### src/rtl/systolic_feed_ctrl.sv
// systolic_feed_ctrl: skewed tile feeder; start/len begin a tile, in_valid/in_ready/in_data take beats, out_data/out_valid drive lanes (lane i delayed i+1 cycles), busy/done report status
module systolic_feed_ctrl #(
  parameter int LANES = 4,
  parameter int WIDTH = 8,
  parameter int LEN_W = 8
) (
  input  logic                   clk,
  input  logic                   reset,
  input  logic                   start,
  input  logic [LEN_W-1:0]       len,
  input  logic                   in_valid,
  output logic                   in_ready,
  input  logic [LANES*WIDTH-1:0] in_data,
  output logic [LANES*WIDTH-1:0] out_data,
  output logic [LANES-1:0]       out_valid,
  output logic                   busy,
  output logic                   done
);
  localparam int DW = $clog2(LANES);
  typedef enum logic [1:0] {IDLE, FEED, DRAIN, DONE} state_t;
  state_t state_q, state_d;
  logic [LEN_W-1:0] len_q, len_d, beat_q, beat_d;
  logic [DW-1:0] drain_q, drain_d;
  logic acc;
  assign acc = (state_q == FEED) && in_valid;
  always_ff @(posedge clk or posedge reset) begin
    if (reset) begin
      state_q <= IDLE;
      len_q   <= '0;
      beat_q  <= '0;
      drain_q <= '0;
    end else begin
      state_q <= state_d;
      len_q   <= len_d;
      beat_q  <= beat_d;
      drain_q <= drain_d;
    end
  end
  always_comb begin
    state_d = state_q;
    case (state_q)
      IDLE:  state_d = (start && len != '0) ? FEED : IDLE;
      FEED:  state_d = (acc && beat_q + LEN_W'(1) == len_q) ? DRAIN : FEED;
      DRAIN: state_d = (drain_q == DW'(LANES - 1)) ? DONE : DRAIN;
      DONE:  state_d = IDLE;
      default: state_d = IDLE;
    endcase
    len_d   = (state_q == IDLE && start) ? len : len_q;
    beat_d  = (state_q == FEED) ? beat_q + LEN_W'(acc) : '0;
    drain_d = (state_q == DRAIN) ? drain_q + DW'(1) : '0;
  end
  always_comb begin
    in_ready = state_q == FEED;
    busy     = state_q != IDLE;
    done     = state_q == DONE;
  end
  for (genvar i = 0; i < LANES; i++) begin : g_lane
    logic [WIDTH-1:0] d_q [i+1];
    logic             v_q [i+1];
    always_ff @(posedge clk or posedge reset) begin
      if (reset) begin
        for (int k = 0; k <= i; k++) begin
          d_q[k] <= '0;
          v_q[k] <= 1'b0;
        end
      end else begin
        d_q[0] <= acc ? in_data[i*WIDTH +: WIDTH] : '0;
        v_q[0] <= acc;
        for (int k = 1; k <= i; k++) begin
          d_q[k] <= d_q[k-1];
          v_q[k] <= v_q[k-1];
        end
      end
    end
    assign out_data[i*WIDTH +: WIDTH] = d_q[i];
    assign out_valid[i] = v_q[i];
  end
endmodule

### config.mk
export PLATFORM = sky130hd
export DESIGN_NAME = systolic_feed_ctrl
export DESIGN_NICKNAME = d
export VERILOG_FILES = /design/src/rtl/systolic_feed_ctrl.sv
export SDC_FILE = /design/constraint.sdc
export NUM_CORES = 1
export LEC_CHECK = 0
export ABC_AREA = 1
export ABC_CLOCK_PERIOD_IN_PS = 3500
export BUFFER_PORTS_ARGS = -buffer_cell sky130_fd_sc_hd__clkbuf_2
export CORE_ASPECT_RATIO = 0.8
export CORE_UTILIZATION = 40
export DETAILED_ROUTE_END_ITERATION = 16
export HOLD_SLACK_MARGIN = 0.06
export MAX_ROUTING_LAYER = met4
export PLACE_DENSITY = 0.67
export SKIP_CTS_REPAIR_TIMING = 1
export SLEW_MARGIN = 20
export SYNTH_ARGS = -nofsm -noshare
export SYNTH_HDL_FRONTEND = slang
export SYNTH_SLANG_ARGS = --single-unit
### constraint.sdc
create_clock -name clk -period 3.5 [get_ports clk]
set_input_delay 0.7 -clock clk [delete_from_list [all_inputs] [get_ports clk]]
set_output_delay 0.7 -clock clk [all_outputs]
set_load 0.02 [all_outputs]
# == After elaboration in Yosys (flattened, before gate mapping) ==
# Cells that the tools add are included.
# word_totals
ff_bits,104
# classes
add_sub_neg,3
n_eq_ne,5
muxes,10
n_reduce_logical,7
# ops
operator,count
8-bit 2-to-1 mux,5
8-bit by 1-bit adder with 8-bit output,1
"8-bit by 1-bit adder with 8-bit output, second input constant",1
8-bit == test,1
2-bit case mux with 4 select lines,1
8-bit nonzero test,1
"2-bit == test, second input constant",3
1-bit logical AND,4
2-bit 2-to-1 mux,2
"2-bit by 1-bit adder with 2-bit output, second input constant",1
"2-bit by 1-bit == test with 1-bit output, second input constant",1
2-bit zero test,1
1-bit 2-to-1 mux,2
2-bit nonzero test,1

# == Depth between registers and ports, before layout ==
# logic_depth
depth_word,5
mapped_depth,11
mapped_depth_nobuf,11

# == Least setup slack after synthesis ==
# No wires, ideal clock.
# synth_path
kind,input to register
from,input in_valid
to,register beat_q[6]
arrival_ns,1.606
path_slack_ns,1.800
cell_stages,8
path_buffers,0
path_cell_list,inv_1 nor2_2 ha_1 ha_1 nand2_1 inv_1 a21oi_1 a211oi_1
# synth_via
elab_chain_cells,3
# synth_lines
item,line_no,source
from (decl),11,"input logic in_valid,"
1-bit logical AND,25,assign acc = (state_q == FEED) && in_valid;
via acc,24,logic acc;
8-bit by 1-bit adder with 8-bit output,49,beat_d = (state_q == FEED) ? beat_q + LEN_W'(acc) : '0;
8-bit 2-to-1 mux,49,
via beat_d[6],22,"logic [LEN_W-1:0] len_q, len_d, beat_q, beat_d;"
to (signal assigned),35,beat_q <= beat_d;
to (decl),22,
# The timed path passes the listed nets, and every way through them passes these cells.
# A chain may end at the register's enable or synchronous reset.

==> impl_results.md <==
* Int Pwr at 2.13 mW
* Multi-input gate area at 682 um^2
* EDFF count, synth at 0
* CP delay by family, top: buffers and inverters
* Synth Register Bits at 104
* Number of global-route vias before repair at 2039
* Area leader, netlist: dfrtp_1
* Synth Area in Compound Gates at 2.61%
* Final period util at a little under 60%
* WP data arrival at about 1.3 ns
* Via count at 2232
* R2R Setup Slk at 1.74 ns
* Clk Latency, worst-skew pair at between 0.3 and 0.4 ns
* Die height at 88.6 um
* Number of top-level pins at 83
* Pre-CTS setup slack at roughly 1.5 ns
* H-tree level count at 3
* Peak supply drop at 432 uV
* Die ar. at around 9800 um^2
* Mux cell area share after synthesis at 0%
* Drt total wl at 5.77 mm
* 1st-iter DRT viols at 106
* Synthesized instance count at approximately 340
* Avg Vias per Cell at 4.22
* Row count at 31
* Synth Area in Simple Gates at 13.1%
* Layout area overhead at 17.7%
* First-pass GRT wire length at 9.20 mm
* Fill count at 843
* Remaining DRCs at 0
* Clk slew on worst S/H paths at 0.07 ns
* Worst Path Class, Setup: flip-flop to primary output
* Commonest cells in the netlist: dfrtp_1 (104), inv_1 (65), nor2_1 (51)
* Yosys warns at 0
* Outcome: finished clean
* Initial antenna violation count at 0
* Wire per inst at 10.9 um
* Fin Setup TNS at 0 ns
* Period minus WS final at 2.02 ns
* Sink Count at roughly 100
* Critical Path Fanout Max at 6
* Comb power frac at 20.3%
* Grt ovf at 0
* Post-Syn Nets at between 300 and 400
* Total CTS buffers at 9
* Slowest cell on the critical path: dfrtp_1
* Final hold violations at 0
* Critical path's largest stage delay at 0.39 ns
* Syn avg cell area at between 10 and 15 um^2
* RSZ-0062 raised after global routing: no
* Synth cell types at 22
* Hpwl dp at 3.98 mm
* Diode count at 0
* Clock Tree Buf Depth at 2
* RePlAce Congestion at 0.800
* Most frequent cell after synthesis: dfrtp_1
* Top post-synthesis cells by area: dfrtp_1 (69%), inv_1 (6.5%), buf_4 (5.2%), nor2_1 (5.1%), nand2_1 (4.7%)
* Worst Reg-to-Reg Cells at 9
* Post-Synth Adder-Cell Area at 1.34%
* Initial core utilization at 41.3%
* Rel. slew slack at 62.1%
* Clk_skew at 0.00814 ns
* Sequential-to-total area share from yosys stat at 69.5%
* Startpoint types: flip-flop
* Final net count at 458
* Largest net degree at the start of global routing at 83
* Final worst slack at 1.48 ns
* Width of the die at between 100 and 150 um
* Clk network pwr share at 30.0%
* Crit path required time at 2.80 ns
* Leakage at approximately 2.5 nW
* Fin. max-slew vios at 0
* Setup violators final at 0
* Synthesized area at 3750 um^2
* Share of the synthesized area in the top cell type at 69.5%
* Endpoint class of the critical path: primary output
* Fraction of synthesized cell area in xor and xnor cells at 1.17%
* DRT antenna net count at 0
* Flop pwr share at a little under 50%
* Largest family of logic cells by synthesized area: simple AND/OR/NAND/NOR gates
* Async S/R FF share, synth at 100%
* Power density cells at 701 nW/um^2
* Cell mode on critical path: inv_1
* Buf/Inv on CP at 3
* DRT Pass-1 Iters at 5
* Port Buffers at 82
* Share of cells above drive strength 1 at 26.8%
* Reg2Reg Capture Point: beat_q[6]
* GRT Total Usage at 13.3%
* Switching pwr at roughly 960 uW
* Critical-path cell list: inv_1 > nand2_2 > inv_1 > clkbuf_2
* CTS tree: built
* Root Buffer: clkbuf_16
* Max Freq at approximately 500 MHz
* Hold Crit Class: primary input to async pin
* Total area of sequential cells at approximately 2600 um^2
* Core Region at 9080 um^2
* Ys flop type: dfrtp_1
* Sw Share at 31.2%
* Worst-margin pin slew at 0.568 ns
* Max-cap violations at 0
==> registers in the layout (all words and copies together), names as in the netlist, named ones only <==
signal      cells
beat_q          8
g_lane.v_q      3
out_data       24
state_q         1
out_valid       1
g_lane.d_q     56
len_q           8
drain_q         2
==> cells in the final DEF, fill, tap and decap left out <==
cell        synthesis  final
nor2_1             51     51
nand2_1            47     47
buf_16              0      1
a21oi_1             6      6
inv_1              65     64
inv_2               1      1
dfrtp_1           104    104
inv_6               0      1
nand4_1             2      2
and2_4              1      1
nand3_1             6      6
inv_4               0      1
nor3_1              1      1
nor2_2              2      2
nand3_2             3      3
o21ai_0            12     12
ha_1                4      4
buf_4              26      2
inv_8               0      1
clkbuf_2            0     82
xnor2_1             2      2
nand2_2             2      2
clkbuf_16           0      9
a211oi_1            1      1
clkinv_4            0      2
nor2_4              1      1
xor2_1              3      3
clkinvlp_4          0      2
==> per-layer routing <==
| metal | part of all wire, % | vias to the layer above | global-route usage [%] | wire, um |
|---|---|---|---|---|
| li1 | - | 1117 | - | - |
| met2 | 44 | 76 | 20.0 | 2550 |
| met1 | 47 | 1026 | 16.1 | 2690 |
| met4 | 1.8 | 0 | 5.26 | 102 |
| met5 | 0 | - | - | 0 |
| met3 | 7.3 | 13 | 5.15 | 418 |
==> cells by family after synthesis <==
family | Yosys count
AND/OR/NAND/NOR | 116
flip-flops | 104
buffers and inverters | 96
AO/OA/AOI/OAI | 19
XOR/XNOR | 5
adder cells (fa/ha/maj) | 4
==> worst register-to-register path: cells and delay by family, from the launching register on <==
family | cells | cell delay (ns)
simple gates | 3 | 0.39
flops | 1 | 0.39
compound gates | 2 | 0.29
buf+inv | 2 | 0.22
fa+ha+maj | 2 | 0.37
==> final cells by class <==
class | instances | share of cell area [%]
clock buffer | 9 | 5.11
clock inverter | 6 | 1.19
inverter | 66 | 5.68
multi-input combinational | 144 | 15.5
sequential | 104 | 59.0
tap | 115 | 3.26
timing repair buffer | 85 | 10.3
==> worst max path at each step <==
stage               depth (start not counted)  startpoint         to
floorplan                                   1       reset  async pin
global placement                            9    in_valid  beat_q[6]
detailed placement                          9    in_valid  beat_q[6]
CTS                                         4   flip-flop   in_ready
global route                                4   flip-flop   in_ready
finish                                      4   flip-flop   in_ready
==> stage by stage <==
stage,total power [mW],utilization (%),area (um^2),std cells,hold WS (ns)
final,3.09,48.6,4410,529,0.303
after floorplan,2.05,-,3750,344,0.331
after detailed placement,2.19,45.2,4100,513,0.335
after global routing,3.30,48.6,4410,529,0.313
after global placement,2.17,45.2,4100,513,0.331
after CTS,3.13,48.3,4380,528,0.350
==> power by group through the flow <==
| stage | logic, mW | registers (mW) | clock network (mW) |
|---|---|---|---|
| after floorplan | 0.498 | 1.55 | 0 |
| after global placement | 0.617 | 1.55 | 0 |
| after detailed placement | 0.634 | 1.56 | 0 |
| after CTS | 0.635 | 1.54 | 0.957 |
| after global routing | 0.728 | 1.56 | 1.01 |
| final | 0.628 | 1.53 | 0.927 |
No activity file was read; power rests on OpenSTA's default activity.
